### src/rtl/cmos_rgb565_gray.sv
// cmos_rgb565_gray: assembles the CMOS byte stream into RGB565 pixels plus 8-bit luma,
// with column/row coordinates, a first-pixel marker and malformed-frame detection.
// Build option: define FRAME_SKIP_EN to drop the first SKIP_FRAMES frames after arming.
module cmos_rgb565_gray #(
    parameter int unsigned H_ACTIVE    = 640,
    parameter int unsigned V_ACTIVE    = 480,
    parameter int unsigned SKIP_FRAMES = 10
) (
    input  logic        CMOS_oCLK,
    input  logic        iRST_N,
    input  logic        CMOS_VSYNC,
    input  logic        CMOS_HREF,
    input  logic [7:0]  DATA,
    output logic [15:0] pix_rgb,
    output logic [7:0]  pix_gray,
    output logic        pix_valid,
    output logic [9:0]  pix_x,
    output logic [9:0]  pix_y,
    output logic        frame_start,
    output logic        frame_err
);
    localparam int unsigned PW = 10;
    // One spare bit so overlong lines/frames saturate well past the active window
    localparam int unsigned CW = PW + 1;
`ifdef FRAME_SKIP_EN
    localparam int unsigned SKIP_N = SKIP_FRAMES;
`else
    localparam int unsigned SKIP_N = SKIP_FRAMES * 0;
`endif
    localparam int unsigned SW = $clog2(SKIP_N + 2);

    logic          vs_q, vs_d, act_q, act_d, armed_q, armed_d, phase_q, phase_d;
    logic [7:0]    hi_q, hi_d;
    logic [CW-1:0] x_q, x_d, y_q, y_d, y_end;
    logic          err_q, err_d;
    logic [SW-1:0] skip_q, skip_d;
    logic          s1_valid_q, s1_valid_d;
    logic [15:0]   s1_rgb_q, s1_rgb_d;
    logic [PW-1:0] s1_x_q, s1_x_d, s1_y_q, s1_y_d;
    logic [15:0]   rgb_q, rgb_d;
    logic [7:0]    gray_q, gray_d;
    logic          valid_q, valid_d, fs_q, fs_d, fe_q, fe_d;
    logic [PW-1:0] px_q, px_d, py_q, py_d;

    logic          line_act, vs_rise, vs_fall, line_end, pix_done, in_win, skip_c;
    logic [7:0]    r8, g8, b8, gray_c;
    logic [15:0]   luma_sum;

    // Luma of the stage-1 pixel: expand to 8 bits per channel, weighted sum, >> 8
    always_comb begin
        r8       = {s1_rgb_q[15:11], s1_rgb_q[15:13]};
        g8       = {s1_rgb_q[10:5],  s1_rgb_q[10:9]};
        b8       = {s1_rgb_q[4:0],   s1_rgb_q[4:2]};
        luma_sum = 16'd77 * 16'(r8) + 16'd150 * 16'(g8) + 16'd29 * 16'(b8);
        gray_c   = 8'(luma_sum >> 8);
    end

    // Next-state: byte pairing, coordinates, frame checking, arming and output stage
    always_comb begin
        vs_d       = CMOS_VSYNC;
        line_act   = CMOS_HREF & ~CMOS_VSYNC;
        act_d      = line_act;
        vs_rise    = ~vs_q & CMOS_VSYNC;
        vs_fall    = vs_q & ~CMOS_VSYNC;
        line_end   = act_q & ~line_act;
        pix_done   = line_act & phase_q;
        in_win     = (x_q < CW'(H_ACTIVE)) && (y_q < CW'(V_ACTIVE));
        skip_c     = (SKIP_N != 0) && (skip_q != SW'(SKIP_N));
        armed_d    = armed_q;
        hi_d       = hi_q;
        x_d        = x_q;
        err_d      = err_q;
        skip_d     = skip_q;
        s1_valid_d = 1'b0;
        s1_rgb_d   = s1_rgb_q;
        s1_x_d     = s1_x_q;
        s1_y_d     = s1_y_q;
        rgb_d      = rgb_q;
        gray_d     = gray_q;
        px_d       = px_q;
        py_d       = py_q;
        valid_d    = s1_valid_q;
        fs_d       = 1'b0;
        fe_d       = 1'b0;

        phase_d = line_act ? ~phase_q : 1'b0;
        if (line_act && !phase_q) hi_d = DATA;

        // Completed pixel: emit only inside the window, otherwise poison the frame
        if (pix_done) begin
            s1_valid_d = armed_q & ~skip_c & in_win;
            s1_rgb_d   = {hi_q, DATA};
            s1_x_d     = PW'(x_q);
            s1_y_d     = PW'(y_q);
            if (!in_win) err_d = 1'b1;
            if (x_q != '1) x_d = x_q + CW'(1);
        end

        // Line end: check width and dangling high byte, advance row if non-empty
        y_end = y_q;
        if (line_end) begin
            x_d = '0;
            if ((x_q != CW'(H_ACTIVE)) || phase_q) err_d = 1'b1;
            if ((x_q != '0) && (y_q != '1)) y_end = y_q + CW'(1);
        end
        y_d = y_end;
        if (CMOS_VSYNC) begin
            x_d = '0;
            y_d = '0;
        end

        // Frame close: report, count skipped frames, then start clean
        if (vs_rise) begin
            fe_d  = armed_q & ~skip_c & (err_d | (y_end != CW'(V_ACTIVE)));
            err_d = 1'b0;
            if (armed_q && skip_c) skip_d = skip_q + SW'(1);
        end
        if (vs_fall) armed_d = 1'b1;

        if (s1_valid_q) begin
            rgb_d  = s1_rgb_q;
            gray_d = gray_c;
            px_d   = s1_x_q;
            py_d   = s1_y_q;
            fs_d   = (s1_x_q == '0) && (s1_y_q == '0);
        end
    end

    // State and output registers
    always_ff @(posedge CMOS_oCLK or negedge iRST_N) begin
        if (!iRST_N) begin
            vs_q       <= 1'b0;
            act_q      <= 1'b0;
            armed_q    <= 1'b0;
            phase_q    <= 1'b0;
            hi_q       <= '0;
            x_q        <= '0;
            y_q        <= '0;
            err_q      <= 1'b0;
            skip_q     <= '0;
            s1_valid_q <= 1'b0;
            s1_rgb_q   <= '0;
            s1_x_q     <= '0;
            s1_y_q     <= '0;
            rgb_q      <= '0;
            gray_q     <= '0;
            valid_q    <= 1'b0;
            px_q       <= '0;
            py_q       <= '0;
            fs_q       <= 1'b0;
            fe_q       <= 1'b0;
        end else begin
            vs_q       <= vs_d;
            act_q      <= act_d;
            armed_q    <= armed_d;
            phase_q    <= phase_d;
            hi_q       <= hi_d;
            x_q        <= x_d;
            y_q        <= y_d;
            err_q      <= err_d;
            skip_q     <= skip_d;
            s1_valid_q <= s1_valid_d;
            s1_rgb_q   <= s1_rgb_d;
            s1_x_q     <= s1_x_d;
            s1_y_q     <= s1_y_d;
            rgb_q      <= rgb_d;
            gray_q     <= gray_d;
            valid_q    <= valid_d;
            px_q       <= px_d;
            py_q       <= py_d;
            fs_q       <= fs_d;
            fe_q       <= fe_d;
        end
    end

    assign pix_rgb     = rgb_q;
    assign pix_gray    = gray_q;
    assign pix_valid   = valid_q;
    assign pix_x       = px_q;
    assign pix_y       = py_q;
    assign frame_start = fs_q;
    assign frame_err   = fe_q;
endmodule

### config.mk
export PLATFORM = sky130hd
export DESIGN_NAME = cmos_rgb565_gray
export DESIGN_NICKNAME = d
export VERILOG_FILES = /design/src/rtl/cmos_rgb565_gray.sv
export SDC_FILE = /design/constraint.sdc
export NUM_CORES = 1
export LEC_CHECK = 0
export CAP_MARGIN = 30
export CORE_MARGIN = 2
export CORE_UTILIZATION = 40
export CTS_BUF_LIST = sky130_fd_sc_hd__clkbuf_4 sky130_fd_sc_hd__clkbuf_8
export CTS_CLUSTER_DIAMETER = 200
export DETAILED_ROUTE_END_ITERATION = 8
export PLACE_DENSITY = 0.64
export SLEW_MARGIN = 5
export SYNTH_ARGS = -nofsm -noshare
export SYNTH_HDL_FRONTEND = slang
export SYNTH_SLANG_ARGS = --single-unit
### constraint.sdc
create_clock -name CMOS_oCLK -period 6.92 [get_ports CMOS_oCLK]
set_input_delay 1.038 -clock CMOS_oCLK [delete_from_list [all_inputs] [get_ports CMOS_oCLK]]
set_output_delay 1.038 -clock CMOS_oCLK [all_outputs]
set_load 0.05 [all_outputs]
# Yosys cells after proc, flatten, opt, wreduce, memory -nomap -nowiden
# Index checks and enable logic that the tools add are counted.
# classes
add_sub_neg	4
multipliers	3
n_lt_le_gt_ge	2
eq_ne	4
muxes	16
n_bitwise	12
reduce_logical	12
# op_table
cell	count
11-bit two-way mux	7
7-bit by 8-bit multiplier with 15-bit output, first input constant	2
11-bit by 1-bit adder with 11-bit output, second input constant	2
11-bit inequality test, second input constant	2
10-bit zero test	2
15-bit by 16-bit adder with 16-bit output	1
16-bit by 13-bit adder with 16-bit output	1
5-bit by 8-bit multiplier with 13-bit output, first input constant	1
11-bit by 10-bit < comparator with 1-bit output, second input constant	1
11-bit by 9-bit < comparator with 1-bit output, second input constant	1
11-bit by 10-bit inequality test with 1-bit output, second input constant	1
11-bit by 9-bit inequality test with 1-bit output, second input constant	1
11-bit nonzero test	1
1-bit two-way mux	9
1-bit bitwise AND	7
3-bit nonzero test	2
1-bit logical AND	4
1-bit NOT	4
2-bit AND reduction	1
1-bit zero test	1
1-bit logical OR	1
1-bit bitwise OR	1
# word_totals
reg_bits	119
input_bits	12
out_inout_bits	47
word_cells	72

# Depth between registers and ports, before layout
# Gate-level depths: netlist of run 1.
# depth
word_depth	9
ltp_mapped	25
ltp_nobuf	25

# Worst setup path after synthesis of run 1
# Ideal clock, no wire load.
# synth_timing
path_type	flip-flop to flip-flop
startpoint	register s1_rgb_q[9]
endpoint	register gray_q[7] (netlist: pix_gray[7])
setup_ns	0.116
t_arrival_ns	6.104
required_time_ns	6.804
path_slack_ns	0.701
path_stages_with_launch	22
path_buffers	0
synth_period_minus_slack_ns	6.219
cell_sequence	dfrtp_1 ha_1 ha_1 inv_1 fa_1 fa_1 inv_1 ha_1 xnor2_1 fa_1 fa_1 inv_1 fa_1 fa_1 inv_1 ha_1 a21o_1 a21oi_1 o31ai_1 a2111oi_0 o21ai_0 o311ai_0
# synth_via
elab_chain_len	3
# synth_lines
element	line_no	rtl
start, declared	38	logic [15:0] s1_rgb_q, s1_rgb_d;
start signal, assigned	163	s1_rgb_q <= s1_rgb_d;
7-bit by 8-bit multiplier with 15-bit output	54	luma_sum = 16'd77 * 16'(r8) + 16'd150 * 16'(g8) + 16'd29 * 16'(b8);
15-bit by 16-bit adder with 16-bit output	54	
16-bit by 13-bit adder with 16-bit output	54	
end signal, assigned	167	gray_q <= gray_d;
end, declared	41	logic [7:0] gray_q, gray_d;
# No other way between the ends.
# A chain may end at the register's enable or synchronous reset.

# Final worst setup path of run 1
# layout_timing
startpoint	register s1_rgb_q[7]
endpoint	register gray_q[6] (netlist: pix_gray[6])
# The elaborated chain is that of the path after synthesis.

==> metrics.md, run 1 <==
| Metric | Value |
|---|---|
| Largest family of logic cells by synthesized area | `adder cells` |
| Unique cell type count in the Yosys netlist | `59` |
| Row cnt | `51` |
| CP arrival | `6770 ps` |
| DR iter-0 viols | `242` |
| Nets | `923` |
| Number of diodes | `0` |
| Initial antenna violation count | `0` |
| GRT Util Overall | `0.167` |
| Final setup viols | `0` |
| Net Count, Synth | `857` |
| Max Fclk | `0.155 GHz` |
| Max-cap violations | `0` |
| Final Non-Filler Cells | `1,049` |
| Crit path max fanout | `6` |
| Via count | `5,266` |
| Synth Area in Adders | `0.268` |
| Post-synthesis compound-gate area fraction | `0.0699` |
| Setup TNS | `0 ps` |
| Final hold slack | `482 ps` |
| Starting Density | `0.411` |
| Die X | `146 um` |
| Synth async-reset ratio | `1.00` |
| Number of global-route vias before repair | `5,602` |
| Pin count of the biggest net entering global routing | `75` |
| Post-Synth XOR/XNOR Area | `0.0337` |
| Top_reg_cell synth | `dfrtp_1` |
| Endpoints failing hold | `0` |
| Mapped Area | `0.00806 mm2` |
| Post-CTS Repair Setup Buffers | `0` |
| Floorplan die height | `146 um` |
| Die area | `0.0213 mm2` |
| Synthesized area per cell | `11.4 um2` |
| Final Max Slew Viols | `0` |
| Worst Skew | `17.1 ps` |
| Total gr overflow | `0` |
| I/O pin count | `59` |
| Synth Register Bits | `119` |
| Clock Latency Late Sink | `440 ps` |
| Synth warn | `0` |
| Port Buffers | `58` |
| CP Launch Type | `flop` |
| Simple-gate share of the synthesized area | `0.0879` |
| CTS tree | `built` |
| Post-DRT Antenna Nets | `0` |
| Placed Cells | `1,016` |
| TritonCTS buffer count | `17` |
| Clk slew on worst S/H paths | `70 ps` |
| Synthesis-to-finish area growth | `16.6%` |
| Register area share after synthesis | `0.369` |
| Clk buf depth | `2` |
| First-pass GRT wire length | `28.4 mm` |
| Clock root buffer | `clkbuf_8` |
| Outcome | `finished clean` |
| Fin crit share | `0.932` |
| Required time of the worst setup path | `7240 ps` |
| Rel. slew slack | `0.432` |
| Mux cell area share after synthesis | `0.114` |
| Resized cells post-CTS | `0` |
| Placer congestion estimate | `0.824` |
| DR WL/cell | `15.8 um` |
| Final wirelength | `16.6 mm` |
| HP Class | `reg2reg` |
| DPL Wire Length | `12.5 mm` |
| First drt pass iteration count | `4` |
| Final Critical Period | `6450 ps` |
| Layout cells sized above 1 | `0.171` |
| Setup Crit Path Kind | `reg2reg` |
| H-Tree Depth | `4` |
| Core area | `0.0196 mm2` |
| Worst-margin pin slew | `849 ps` |
| Sink Count | `119` |
| RSZ-0062 raised after global routing | `no` |
| Via density | `5.02` |
| Worst Setup End Kind | `flop` |
| CTS Hold Buffers Added | `0` |
| Synth Instances | `705` |
| DRC viols | `0` |
| Number of synthesized flops with an enable pin | `0` |
[per-layer routing]
layer / part of all wire / GRT usage / vias to the layer above
li1: - / - / 2536
met1: 0.44 / 0.207 / 2640
met2: 0.51 / 0.295 / 72
met3: 0.033 / 0.0257 / 18
met4: 0.016 / 0.0613 / 0
met5: 0 / 0 / -
[cell type report]
cell class	count	area, um2
clock buffer	19	255
clock inverter	13	178
fill	1816	10200
inverter	103	387
multi-input combinational	465	4630
sequential	119	2980
tap	265	332
timing repair buffer	65	643
[per-stage QoR]
step | cell area [um2] | setup slack (ps) | util
6_report | 9400 | 471 | 0.480
5_1_grt | 9400 | 55.5 | 0.480
4_1_cts | 9380 | 398 | 0.479
3_5_place_dp | 8940 | 407 | 0.456
3_3_place_gp | 8940 | 518 | 0.456
2_1_floorplan | 8060 | 701 | -
[final timing paths]
kind                                               from                      end  slack (ps)  cells past startpoint
worst max-delay path            s1_rgb_q[7]$_DFFE_PN0P_  pix_gray[6]$_DFFE_PN0P_         470                     21
worst min-delay path                     vs_q$_DFF_PN0_      armed_q$_DFFE_PN0P_         480                      1
worst max register to register  s1_rgb_q[7]$_DFFE_PN0P_  pix_gray[6]$_DFFE_PN0P_         470                     21
worst min register to register           vs_q$_DFF_PN0_      armed_q$_DFFE_PN0P_         480                      1
max in group asynchronous                        iRST_N   pix_rgb[7]$_DFFE_PN0P_        5220                      3
min in group asynchronous                        iRST_N   pix_rgb[3]$_DFFE_PN0P_         600                      1
[synth_stat cells (12+ instances only)]
cell | number | area (um2)
mux2_2 | 81 | 912
ha_1 | 86 | 1080
xnor2_1 | 18 | 158
xor2_1 | 13 | 114
nor2_1 | 40 | 150
inv_1 | 101 | 379
o21ai_0 | 19 | 95.1
clkbuf_1 | 12 | 45.0
a21oi_1 | 14 | 70.1
dfrtp_1 | 119 | 2980
fa_1 | 54 | 1080
nand2_1 | 31 | 116
[registers in the layout, indices dropped and copies added, names as in the netlist, 8 cells and up]
name,count
pix_rgb,16
s1_rgb_q,16
x_q,11
y_q,11
pix_x,10
pix_y,10
s1_x_q,10
s1_y_q,10
hi_q,8
pix_gray,8
[critical path, stage by stage, from the launching register on]
cell	delay, ps
dfrtp_1	450
ha_1	320
ha_1	270
inv_1	50
fa_1	490
fa_1	510
inv_1	40
ha_1	340
xnor2_1	200
fa_1	460
fa_1	510
inv_1	60
fa_1	460
fa_1	540
inv_1	40
ha_1	340
a21o_1	200
a21oi_1	190
o31ai_1	180
a311oi_1	320
a211oi_1	80
mux2_2	290
[cell families after synthesis]
group | count (synthesis)
xor+xnor | 31
buf+inv | 121
simple gates | 133
fa+ha+maj | 140
compound gates | 79
flops | 119
mux | 82
[cells in the final DEF, fill, tap and decap left out, types with 2 or more instances in the layout]
| cell | n |
|---|---|
| o21bai_1 | 3 |
| clkdlybuf4s50_1 | 57 |
| o31ai_1 | 2 |
| and2_1 | 3 |
| a2111oi_2 | 2 |
| a311oi_1 | 3 |
| and3_1 | 6 |
| nor4_1 | 8 |
| o311ai_0 | 3 |
| nor2_1 | 40 |
| fa_1 | 54 |
| o311a_1 | 2 |
| nand2_1 | 31 |
| dfrtp_1 | 118 |
| inv_2 | 2 |
| clkinv_2 | 5 |
| buf_4 | 7 |
| o21a_1 | 6 |
| a31oi_1 | 2 |
| bufinv_16 | 4 |
| and4_1 | 4 |
| nand2b_1 | 3 |
| o211a_1 | 2 |
| o41ai_1 | 2 |
| nor3_1 | 5 |
| nand4_1 | 8 |
| o21ai_0 | 19 |
| ha_1 | 86 |
| nor3b_1 | 2 |
| clkinvlp_4 | 2 |
| xnor2_1 | 18 |
| clkbuf_8 | 18 |
| a21oi_1 | 14 |
| a21o_1 | 6 |
| xor2_1 | 13 |
| mux2_2 | 81 |
| a211oi_1 | 2 |
| inv_1 | 101 |
| nor2b_1 | 5 |
| nand3_1 | 8 |
Power of run 1 is left out: the tool's default activity adds up to more than one toggle a clock period on the data nets, which glitch-free logic cannot reach.
==> run 2: changes to the inputs <==
GPL_ROUTABILITY_DRIVEN = 0   (was unset)
==> results of run 2 <==
The final DEF is identical to that of run 1; final timing and power are the same.
Power of run 2 is left out for the same reason.
